**config.mk**
```make
export PLATFORM = sky130hd
export DESIGN_NAME = fft_frame_buffer_ctrl
export DESIGN_NICKNAME = d
export VERILOG_FILES = /design/src/rtl/fft_buf_pkg.sv /design/src/rtl/rd_skid_buf.sv /design/src/rtl/fft_frame_buffer_ctrl.sv
export SDC_FILE = /design/constraint.sdc
export NUM_CORES = 1
export LEC_CHECK = 0
export CORE_MARGIN = 2
export CORE_UTILIZATION = 40
export CTS_CLUSTER_SIZE = 20
export DETAILED_ROUTE_END_ITERATION = 12
export PLACE_DENSITY = 0.71
export SYNTH_ARGS = -nofsm -noshare
export SYNTH_HDL_FRONTEND = slang
export SYNTH_SLANG_ARGS = --single-unit
```
**constraint.sdc**
```tcl
create_clock -name clk -period 5.94 [get_ports clk]
set_input_delay 0.891 -clock clk [delete_from_list [all_inputs] [get_ports clk]]
set_output_delay 0.891 -clock clk [all_outputs]
set_load 0.005 [all_outputs]
```
**src/rtl/fft_buf_pkg.sv**
```systemverilog
// Shared types and helpers for the FFT input frame buffer.
package fft_buf_pkg;

    typedef enum logic {
        LOAD  = 1'b0,
        DRAIN = 1'b1
    } state_t;

    // Reverses the low w bits of v. Bits above w come back as zero.
    function automatic logic [31:0] bitrev(input logic [31:0] v, input int w);
        logic [31:0] r;
        r = '0;
        for (int i = 0; i < 32; i++) begin
            if (i < w) r = (r << 1) | ((v >> i) & 32'd1);
        end
        return r;
    endfunction

endpackage

```
**src/rtl/rd_skid_buf.sv**
```systemverilog
// Two-entry valid/ready buffer (output register plus skid) for RAM read data.
module rd_skid_buf #(
    parameter int DATA_WIDTH = 16
) (
    input  logic                  clk,
    input  logic                  rst_n,
    input  logic                  push,
    input  logic                  push_last,
    input  logic [DATA_WIDTH-1:0] push_data,
    input  logic                  out_ready,
    output logic                  out_valid,
    output logic                  out_last,
    output logic [DATA_WIDTH-1:0] out_data,
    output logic [1:0]            occupancy
);

    logic                  skid_valid;
    logic                  skid_last;
    logic [DATA_WIDTH-1:0] skid_data;

    assign occupancy = 2'(out_valid) + 2'(skid_valid);

    // The producer only pushes when occupancy leaves room, so no push is refused.
    always_ff @(posedge clk) begin
        if (!rst_n) begin
            out_valid  <= 1'b0;
            out_last   <= 1'b0;
            out_data   <= '0;
            skid_valid <= 1'b0;
            skid_last  <= 1'b0;
            skid_data  <= '0;
        end else if (!out_valid || out_ready) begin
            if (skid_valid) begin
                out_valid  <= 1'b1;
                out_last   <= skid_last;
                out_data   <= skid_data;
                skid_valid <= push;
                skid_last  <= push_last;
                skid_data  <= push_data;
            end else begin
                out_valid <= push;
                out_last  <= push && push_last;
                if (push) out_data <= push_data;
            end
        end else if (push && !skid_valid) begin
            skid_valid <= 1'b1;
            skid_last  <= push_last;
            skid_data  <= push_data;
        end
    end

endmodule

```
**src/rtl/fft_frame_buffer_ctrl.sv**
```systemverilog
// FFT input frame buffer: loads a frame into the RAM, then streams it back out.
// Define FFT_BITREV_EN to scatter writes in bit-reversed address order.
module fft_frame_buffer_ctrl
    import fft_buf_pkg::*;
#(
    parameter  int DATA_WIDTH = 16,
    parameter  int MEM_SIZE   = 1024,
    localparam int ADDR_WIDTH = $clog2(MEM_SIZE)
) (
    input  logic                  clk,
    input  logic                  rst_n,
    input  logic                  in_valid,
    output logic                  in_ready,
    input  logic [DATA_WIDTH-1:0] in_data,
    output logic                  out_valid,
    input  logic                  out_ready,
    output logic [DATA_WIDTH-1:0] out_data,
    output logic                  out_last,
    output logic                  frame_done,
    output logic                  ram_enable_write,
    output logic                  ram_ctrl_write,
    output logic                  ram_enable_read,
    output logic [ADDR_WIDTH-1:0] ram_addr,
    output logic [DATA_WIDTH-1:0] ram_data_write,
    input  logic [DATA_WIDTH-1:0] ram_data_read
);

    localparam logic [ADDR_WIDTH-1:0] LAST_ADDR = ADDR_WIDTH'(MEM_SIZE - 1);
    localparam logic [ADDR_WIDTH:0]   RD_TOTAL  = (ADDR_WIDTH + 1)'(MEM_SIZE);

    state_t                state;
    logic [ADDR_WIDTH-1:0] wr_cnt;
    logic [ADDR_WIDTH-1:0] wr_addr;
    logic [ADDR_WIDTH-1:0] rd_addr;
    logic [ADDR_WIDTH:0]   rd_cnt;
    logic                  rd_pend;
    logic                  rd_pend_last;
    logic [1:0]            occ;
    logic [2:0]            fill;
    logic                  pop;
    logic                  last_pop;
    logic                  issue;

`ifdef FFT_BITREV_EN
    assign wr_addr = ADDR_WIDTH'(bitrev(32'(wr_cnt), ADDR_WIDTH));
`else
    assign wr_addr = wr_cnt;
`endif

    assign pop      = out_valid && out_ready;
    assign last_pop = pop && out_last;

    // Words held or in flight once this cycle's handshake retires; keep at most two.
    assign fill  = 3'(occ) + 3'(rd_pend) - 3'(pop);
    assign issue = (state == DRAIN) && (rd_cnt < RD_TOTAL) && (fill < 3'd2);

    // The RAM clears whatever it addresses when not written, so the idle address
    // is always either the next write target or a word already read out.
    always_comb begin
        in_ready         = (state == LOAD);
        ram_enable_write = 1'b0;
        ram_ctrl_write   = 1'b0;
        ram_enable_read  = 1'b0;
        ram_data_write   = '0;
        ram_addr         = rd_addr;
        frame_done       = last_pop;
        if (state == LOAD) begin
            ram_addr         = wr_addr;
            ram_enable_write = in_valid;
            ram_ctrl_write   = in_valid;
            ram_data_write   = in_data;
        end else begin
            ram_enable_read = issue;
            if (issue) ram_addr = rd_cnt[ADDR_WIDTH-1:0];
        end
    end

    always_ff @(posedge clk) begin
        if (!rst_n) begin
            state        <= LOAD;
            wr_cnt       <= '0;
            rd_cnt       <= '0;
            rd_addr      <= '0;
            rd_pend      <= 1'b0;
            rd_pend_last <= 1'b0;
        end else begin
            rd_pend      <= issue;
            rd_pend_last <= issue && (rd_cnt[ADDR_WIDTH-1:0] == LAST_ADDR);
            if (issue) begin
                rd_cnt  <= rd_cnt + 1'b1;
                rd_addr <= rd_cnt[ADDR_WIDTH-1:0];
            end
            case (state)
                LOAD: begin
                    if (in_valid) begin
                        wr_cnt <= wr_cnt + 1'b1;
                        if (wr_cnt == LAST_ADDR) state <= DRAIN;
                    end
                end
                DRAIN: begin
                    if (last_pop) begin
                        state  <= LOAD;
                        wr_cnt <= '0;
                        rd_cnt <= '0;
                    end
                end
                default: state <= LOAD;
            endcase
        end
    end

    rd_skid_buf #(
        .DATA_WIDTH(DATA_WIDTH)
    ) u_skid (
        .clk      (clk),
        .rst_n    (rst_n),
        .push     (rd_pend),
        .push_last(rd_pend_last),
        .push_data(ram_data_read),
        .out_ready(out_ready),
        .out_valid(out_valid),
        .out_last (out_last),
        .out_data (out_data),
        .occupancy(occ)
    );

endmodule

```
; Word-level counts from Yosys, hierarchy flattened
; Index checks and enable logic that the tools add are counted.
[totals]
ff_bits = 70
in_bits = 36
elab_cells = 68
[classes]
addsub = 5
n_lt_le_gt_ge = 2
eq_ne = 5
mux = 28
bitwise = 1
reduce_logical = 15
[ops]
columns = cell, n
row1 = 16-bit 2-to-1 mux, 6
row2 = 10-bit 2-to-1 mux, 4
row3 = 11-bit 2-to-1 mux, 3
row4 = 10-bit == test (second input constant), 2
row5 = 10-bit one-hot mux with 2 select lines, 1
row6 = 1-bit 2-to-1 mux, 13
row7 = 11-bit by 1-bit adder with 11-bit output (second input constant), 1
row8 = 11-bit less-than comparator (second input constant), 1
row9 = 10-bit by 1-bit adder with 10-bit output (second input constant), 1
row10 = 1-bit logical AND, 7
row11 = 2-bit AND reduction, 3
row12 = 2-bit != test (second input constant), 2
row13 = 2-bit nonzero test, 2
row14 = 2-bit by 1-bit adder with 3-bit output, 1
row15 = 3-bit by 2-bit less-than comparator with 1-bit output (second input constant), 1
row16 = 3-bit by 1-bit subtractor with 3-bit output, 1
row17 = 1-bit by 1-bit adder with 2-bit output, 1
row18 = 1-bit zero test, 2
row19 = 2-bit by 1-bit != test with 1-bit output (second input constant), 1
row20 = 1-bit one-hot mux with 2 select lines, 1
row21 = 1-bit logical OR, 1
row22 = 1-bit inverter, 1

; Depth between registers and ports, before layout
; Gate-level depths: netlist of the first run.
[logic_depth]
ltp_word = 8
ltp_mapped = 9
depth_no_buf = 8

; By module
; A second synthesis of the first run with hierarchy kept.
[unflattened]
hier_cells = 402
hier_area_um2 = 3522.1
[by_module_without_submodules]
columns = module, n_inst, cells_each, area_per_inst_um2, seq_area_each_um2
row1 = fft_frame_buffer_ctrl, 1, 236, 1896.8, 680.7
row2 = rd_skid_buf, 1, 166, 1625.3, 720.7

; Least setup slack after synthesis of the first run
; No wires, ideal clock.
[synth_timing]
kind = input to output
from = in out_ready
to = out ram_addr[2]
arrival_ns = 2.702
required_ns = 5.049
path_slack_ns = 2.347
cell_stages = 9
path_buffers = 1
cell_sequence = and2_1 -> ha_1 -> inv_1 -> ha_1 -> a21oi_4 -> mux2i_2 -> buf_6 -> mux2i_1 -> a21oi_1
[synth_between]
elab_chain_cells = 6
[synth_lines]
columns = element, line
row1 = "start, declared", fft_frame_buffer_ctrl.sv:16  ; input logic out_ready,
row2 = 1-bit logical AND, fft_frame_buffer_ctrl.sv:50  ; assign pop = out_valid && out_ready;
row3 = 3-bit by 1-bit subtractor with 3-bit output, fft_frame_buffer_ctrl.sv:54  ; assign fill = 3'(occ) + 3'(rd_pend) - 3'(pop);
row4 = 3-bit by 2-bit less-than comparator with 1-bit output, fft_frame_buffer_ctrl.sv:55  ; assign issue = (state == DRAIN) && (rd_cnt < RD_TOTAL) && (fill < 3'd2);
row5 = 1-bit logical AND, fft_frame_buffer_ctrl.sv:55
row6 = 10-bit 2-to-1 mux, fft_frame_buffer_ctrl.sv:74  ; if (issue) ram_addr = rd_cnt[ADDR_WIDTH-1:0];
row7 = 10-bit 2-to-1 mux, fft_frame_buffer_ctrl.sv:67  ; if (state == LOAD) begin
row8 = "end, declared", fft_frame_buffer_ctrl.sv:23  ; output logic [ADDR_WIDTH-1:0] ram_addr,
; No other way between the ends.

; Worst setup path after layout of the first run
[layout_timing]
from = in out_ready
to = out ram_addr[3]
; The elaborated chain is that of the path after synthesis.

==> run metrics, run 1 <==
outcome=finished, final reports clean; Clk pwr share=0.422; core footprint=0.00830 mm²; Main synth FF type=dfxtp_1; met3 WL=533 µm; via count=2,839; Final Hold Violating Endpoints=0; Vias/cell=5.12; Tcrit/Tclk final=0.764; Worst-path clk slew=70 ps; post-cts sizing count=0; max_cap viols=0; met1 WL=3420 µm; met2 wire len=3720 µm; Remaining DRCs=0; die extent in y=96.9 µm; Data arrival, critical path=3650 ps; RSZ-0062 raised after global routing=no; largest net degree at the start of global routing=61; I/O pins=85; Max Used Layer=met4; Placed Instance Area=0.00433 mm²; Post-synth EDFFs=0; Worst VDD drop=139 µV; Pwr Density=204 mW/mm²; Post-CTS Hold Fix Bufs=0; cell area after layout=0.00454 mm²; clk_lat worst skew=340 ps; switch share=0.222; Relative slew margins=0.418; top-count cell post-synth=dfxtp_1; Area contributors post-synth=dfxtp_1 41%, mux2i_1 17%, nor2b_1 8.1%, o211a_1 4.9%, nand2_1 3.2%; sequence of cells on the critical path=clkdlybuf4s50_1, and2_1, ha_1, inv_1, ha_1, a21oi_4, mux2i_2, buf_4, mux2i_1, a21oi_1, clkdlybuf4s50_1; CTS Buffer Depth=2; Total Wirelength=7710 µm; die footprint=0.00940 mm²; NetSw=0.205 mW; Final Max Tran Viols=0; Mapped Area=0.00345 mm²; CP Class=primary input to primary output; DRT Pass-1 Iters=4; Async SR Flop Fraction=0; share of the synthesized area in the top cell type=0.406; final core utilization=0.547; vias in the first global route=2,774; largest area contributor in the netlist=dfxtp_1; Die Wd=96.9 µm; Hold/Removal Path Class=register to register; post-synthesis register bit count=70; Syn Nets=408; Clock Skew=10.2 ps; Worst-Margin Slew=855 ps; CP max stage delay=530 ps; # rows=33; drt initial violations=87; WL per Instance=13.9 µm; CTS root buffer=clkbuf_8; Starting Density=0.416; synth cell count leaders=70 x dfxtp_1, 57 x mux2i_1, 45 x nor2b_1; final setup fails=0; LEAKAGE=1.81 nW; grt ovf=0; min Tclk post-route=4540 ps; CP Capture Type=primary output; TNS Setup=0 ps; Mapped Cells=368; Internal Pwr Total=0.719 mW; Critical path buffers and inverters=4; Synth Area per Inst=9.39 µm²; share of cells above drive strength 1=0.0667; routability cong.=0.797; register area share after synthesis=0.406; Top delay family on crit path=buffers and inverters; FILL cells=773; TritonCTS clock tree=built; first-pass GRT wire length=13,300 µm; Crit path required time=5050 ps; CP max stage cell=clkdlybuf4s50_1; PortBufs=84; number of synthesis warnings=0; final-stage net count=485; # H-tree levels=3; Final ANT Viol Nets=0; startpoint types=primary input; initial antenna violation count=0; total track usage=0.172; Layout area overhead=31.3%; Post-CTS Setup Bufs=0; DP Wirelength=5460 µm; CP Max Fanout=17; Comb power frac=0.068; Cell variety after synth=43; Antenna diodes=0; power share of the sequential group=0.510; Achievable Freq=220 MHz; cts bufs inserted=9; clk sinks=70
## metrics by stage
step | std cells | hold WS (ps) | worst slack, ps | power (mW)
after detailed placement | 539 | 485 | 1400 | 0.546
after CTS | 555 | 511 | 1390 | 0.940
after global routing | 555 | 526 | 1250 | 0.972
after floorplan | 368 | 456 | 2350 | 0.504
final | 555 | 505 | 1400 | 0.924
after global placement | 539 | 475 | 1480 | 0.545
## power groups by stage
stage / registers (mW) / clock network (mW) / logic [mW]
3_3_place_gp: 0.482 / 0 / 0.0633
4_1_cts: 0.471 / 0.405 / 0.0639
2_1_floorplan: 0.482 / 0 / 0.0224
3_5_place_dp: 0.482 / 0 / 0.0639
5_1_grt: 0.471 / 0.432 / 0.0688
6_report: 0.471 / 0.390 / 0.0630
## path summary, 6_finish.rpt
| check | from | end | slack, ps | cells after the start |
|---|---|---|---|---|
| max | out_ready | ram_addr[3] | 1400 | 11 |
| min | u_skid.out_data[4] | u_skid.out_data[4] | 500 | 1 |
| max reg2reg | u_skid.skid_valid | rd_cnt[9] | 3220 | 10 |
| min reg2reg | u_skid.out_data[4] | u_skid.out_data[4] | 500 | 1 |
## flip-flops by register name, indices dropped and copies added, names as in the netlist
register           flops
u_skid.skid_last       1
u_skid.skid_valid      1
rd_addr               10
rd_cnt                11
rd_pend                1
u_skid.out_valid       1
u_skid.out_last        1
u_skid.out_data       16
state                  1
wr_addr               10
rd_pend_last           1
u_skid.skid_data      16
## metal layers
metal | vias up | global-route usage
met4 | 0 | 0.0271
met1 | 1316 | 0.207
met3 | 4 | 0.0795
met5 | - | 0
li1 | 1446 | -
met2 | 73 | 0.287
## placed cells by master (no fill, tap or decap), types with 2 or more instances in the layout
| master | netlist | routed |
|---|---|---|
| and3b_1 | 2 | 2 |
| mux2i_1 | 57 | 56 |
| o211a_1 | 17 | 17 |
| mux2i_2 | 1 | 2 |
| nor2_1 | 20 | 19 |
| nand2b_1 | 3 | 3 |
| inv_1 | 6 | 6 |
| buf_4 | 3 | 6 |
| nand3b_1 | 2 | 2 |
| nor3_1 | 2 | 2 |
| and2_1 | 7 | 7 |
| o31ai_1 | 2 | 2 |
| a21oi_1 | 20 | 20 |
| a31oi_1 | 2 | 2 |
| dfxtp_1 | 70 | 70 |
| xor2_1 | 2 | 2 |
| nand3_1 | 9 | 9 |
| nand2_1 | 29 | 29 |
| clkinv_4 | 0 | 2 |
| clkdlybuf4s50_1 | 0 | 84 |
| ha_1 | 4 | 4 |
| and2b_1 | 2 | 2 |
| o21ai_0 | 12 | 12 |
| nand4_1 | 7 | 7 |
| clkbuf_8 | 2 | 10 |
| and3_1 | 2 | 2 |
| or4_1 | 4 | 4 |
| or3_1 | 3 | 3 |
| nor2b_1 | 45 | 45 |
| a21boi_0 | 3 | 3 |
## final cells by class
type                            count  area (µm²)  share of cell area
Inverter                            6        22.5             0.00497
Multi-Input combinational cell    268        1890               0.416
Clock inverter                      6        68.8              0.0152
Sequential cell                    70        1400               0.309
Tap cell                          105         131              0.0290
Timing Repair Buffer               90         886               0.195
Clock buffer                       10         138              0.0303
## cell families (layout without fill, tap and decap cells)
group | count (synthesis) | in the layout | synth area share
AO/OA/AOI/OAI | 61 | 61 | 0.125
XOR/XNOR | 2 | 2 | 0.00507
adder cells (fa/ha/maj) | 4 | 4 | 0.0145
buffers and inverters | 30 | 112 | 0.0496
flip-flops | 70 | 70 | 0.406
multiplexers | 59 | 59 | 0.176
AND/OR/NAND/NOR | 142 | 142 | 0.225
No activity file was read; power rests on OpenSTA's default activity.
==> run 2: changes to the inputs <==
--- a/config.mk
+++ b/config.mk
@@ -9,7 +9,7 @@
 export CORE_UTILIZATION = 40
 export CTS_CLUSTER_SIZE = 20
 export DETAILED_ROUTE_END_ITERATION = 12
-export PLACE_DENSITY = 0.71
+export PLACE_DENSITY = 0.74
 export SYNTH_ARGS = -nofsm -noshare
 export SYNTH_HDL_FRONTEND = slang
 export SYNTH_SLANG_ARGS = --single-unit
==> constraint.sdc (replaced) <==
create_clock -name clk -period 4.14 [get_ports clk]
set_input_delay 0.621 -clock clk [delete_from_list [all_inputs] [get_ports clk]]
set_output_delay 0.621 -clock clk [all_outputs]
set_load 0.005 [all_outputs]
==> run metrics, run 2 (synthesis gave the netlist of run 1 again) <==
Final Hold Violating Endpoints=0; CP Max Fanout=17; # rows=33; Largest regs=u_skid.out_data x16, u_skid.skid_data x16, rd_cnt x11; Starting Density=0.416; Antenna diodes=0; FILL cells=759; outcome=finished, final reports clean; Post-CTS Hold Fix Bufs=0; cts bufs inserted=9; leading cell type in the layout, fill and taps excluded=clkdlybuf4s50_1; final setup fails=0; CP Class=primary input to primary output; Pwr Density=299 mW/mm²; Crit path required time=3520 ps; first-pass GRT wire length=12,500 µm; Worst-path clk slew=80 ps; Clock Skew=9.09 ps; min Tclk post-route=3940 ps; final-stage net count=485; sequence of cells on the critical path=clkdlybuf4s50_1, and2_1, ha_1, inv_1, ha_1, a21oi_4, mux2i_2, buf_12, mux2i_1, a21oi_1, clkdlybuf4s50_1; drt initial violations=96; Post-CTS Setup Bufs=0; via count=2,877; most frequent cells in the layout=84 x clkdlybuf4s50_1, 70 x dfxtp_1, 56 x mux2i_1, 45 x nor2b_1, 29 x nand2_1; dpl cells=539; LEAKAGE=1.82 nW; hold slack=497 ps; TritonCTS clock tree=built; largest net degree at the start of global routing=60; CTS root buffer=clkbuf_8; TNS Setup=0 ps; initial antenna violation count=0; Worst VDD drop=163 µV; Final Max Tran Viols=0; total track usage=0.161; die extent in y=96.9 µm; max_cap viols=0; Hold/Removal Path Class=register to register; DRT Pass-1 Iters=4; clk sinks=70; PortBufs=84; core footprint=0.00830 mm²; RSZ-0062 raised after global routing=no; Die Wd=96.9 µm; routability cong.=0.805; startpoint types=primary input; Worst-Margin Slew=863 ps; CP max stage delay=520 ps; final non-filler cell total=555; clk_lat worst skew=340 ps; Tcrit/Tclk final=0.951; grt ovf=0; vias in the first global route=2,658; hold path cells=2; CP Capture Type=primary output; Layout area overhead=31.8%; path depth of the worst reg2reg path=9; die footprint=0.00940 mm²; CP max stage cell=clkdlybuf4s50_1; post-cts sizing count=0; Data arrival, critical path=3320 ps; Vias/cell=5.18; WL per Instance=13.8 µm; Achievable Freq=254 MHz; CTS Buffer Depth=2; Relative slew margins=0.412; DP Wirelength=5340 µm; Remaining DRCs=0; Final ANT Viol Nets=0; share of cells above drive strength 1=0.0667; Total Wirelength=7680 µm; final core utilization=0.549; I/O pins=85; # H-tree levels=3
-- run 2: path summary, 6_finish.rpt --
check | to | start | slack [ps]
max | ram_addr[9] | out_ready | 200
min | wr_addr[7] | wr_addr[7] | 500
max reg2reg | rd_cnt[9] | u_skid.out_valid | 1710
min reg2reg | wr_addr[7] | wr_addr[7] | 500
-- run 2: worst max-delay path, delay by kind of cell --
family	cells	cell delay (ps)
buffers and inverters	4	1200
adder cells (fa/ha/maj)	2	560
AO/OA/AOI/OAI	2	370
multiplexers	2	370
AND/OR/NAND/NOR	1	180
-- run 2: cell type report --
class / instances / area, µm² / share of cell area
Timing Repair Buffer: 90 / 898 / 0.197
Multi-Input combinational cell: 268 / 1890 / 0.415
Inverter: 6 / 22.5 / 0.00495
Tap cell: 105 / 131 / 0.0288
Sequential cell: 70 / 1400 / 0.308
Clock inverter: 7 / 88.8 / 0.0195
Clock buffer: 9 / 124 / 0.0272
-- run 2: power by group --
| group | switching [mW] | leakage [nW] | internal, mW |
|---|---|---|---|
| Combinational | 0.0304 | 1.14 | 0.0606 |
| Sequential | 0.00172 | 0.564 | 0.674 |
| Clock | 0.261 | 0.113 | 0.336 |
| Total | 0.293 | 1.82 | 1.07 |
-- run 2: metal layers --
metal,GRT usage,routed length (µm),vias up
met5,0,0,-
met4,0.0650,100,0
met3,0.0535,626,11
met2,0.267,3480,102
met1,0.192,3470,1323
li1,-,-,1441
-- run 2: metrics by stage --
| stage | total power, mW | instance area [µm²] | setup slack (ps) |
|---|---|---|---|
| after global routing | 1.41 | 4550 | 49.2 |
| after global placement | 0.783 | 4340 | 258 |
| after floorplan | 0.723 | 3450 | 1090 |
| final | 1.36 | 4550 | 201 |
| after CTS | 1.38 | 4550 | 184 |
| after detailed placement | 0.783 | 4340 | 187 |
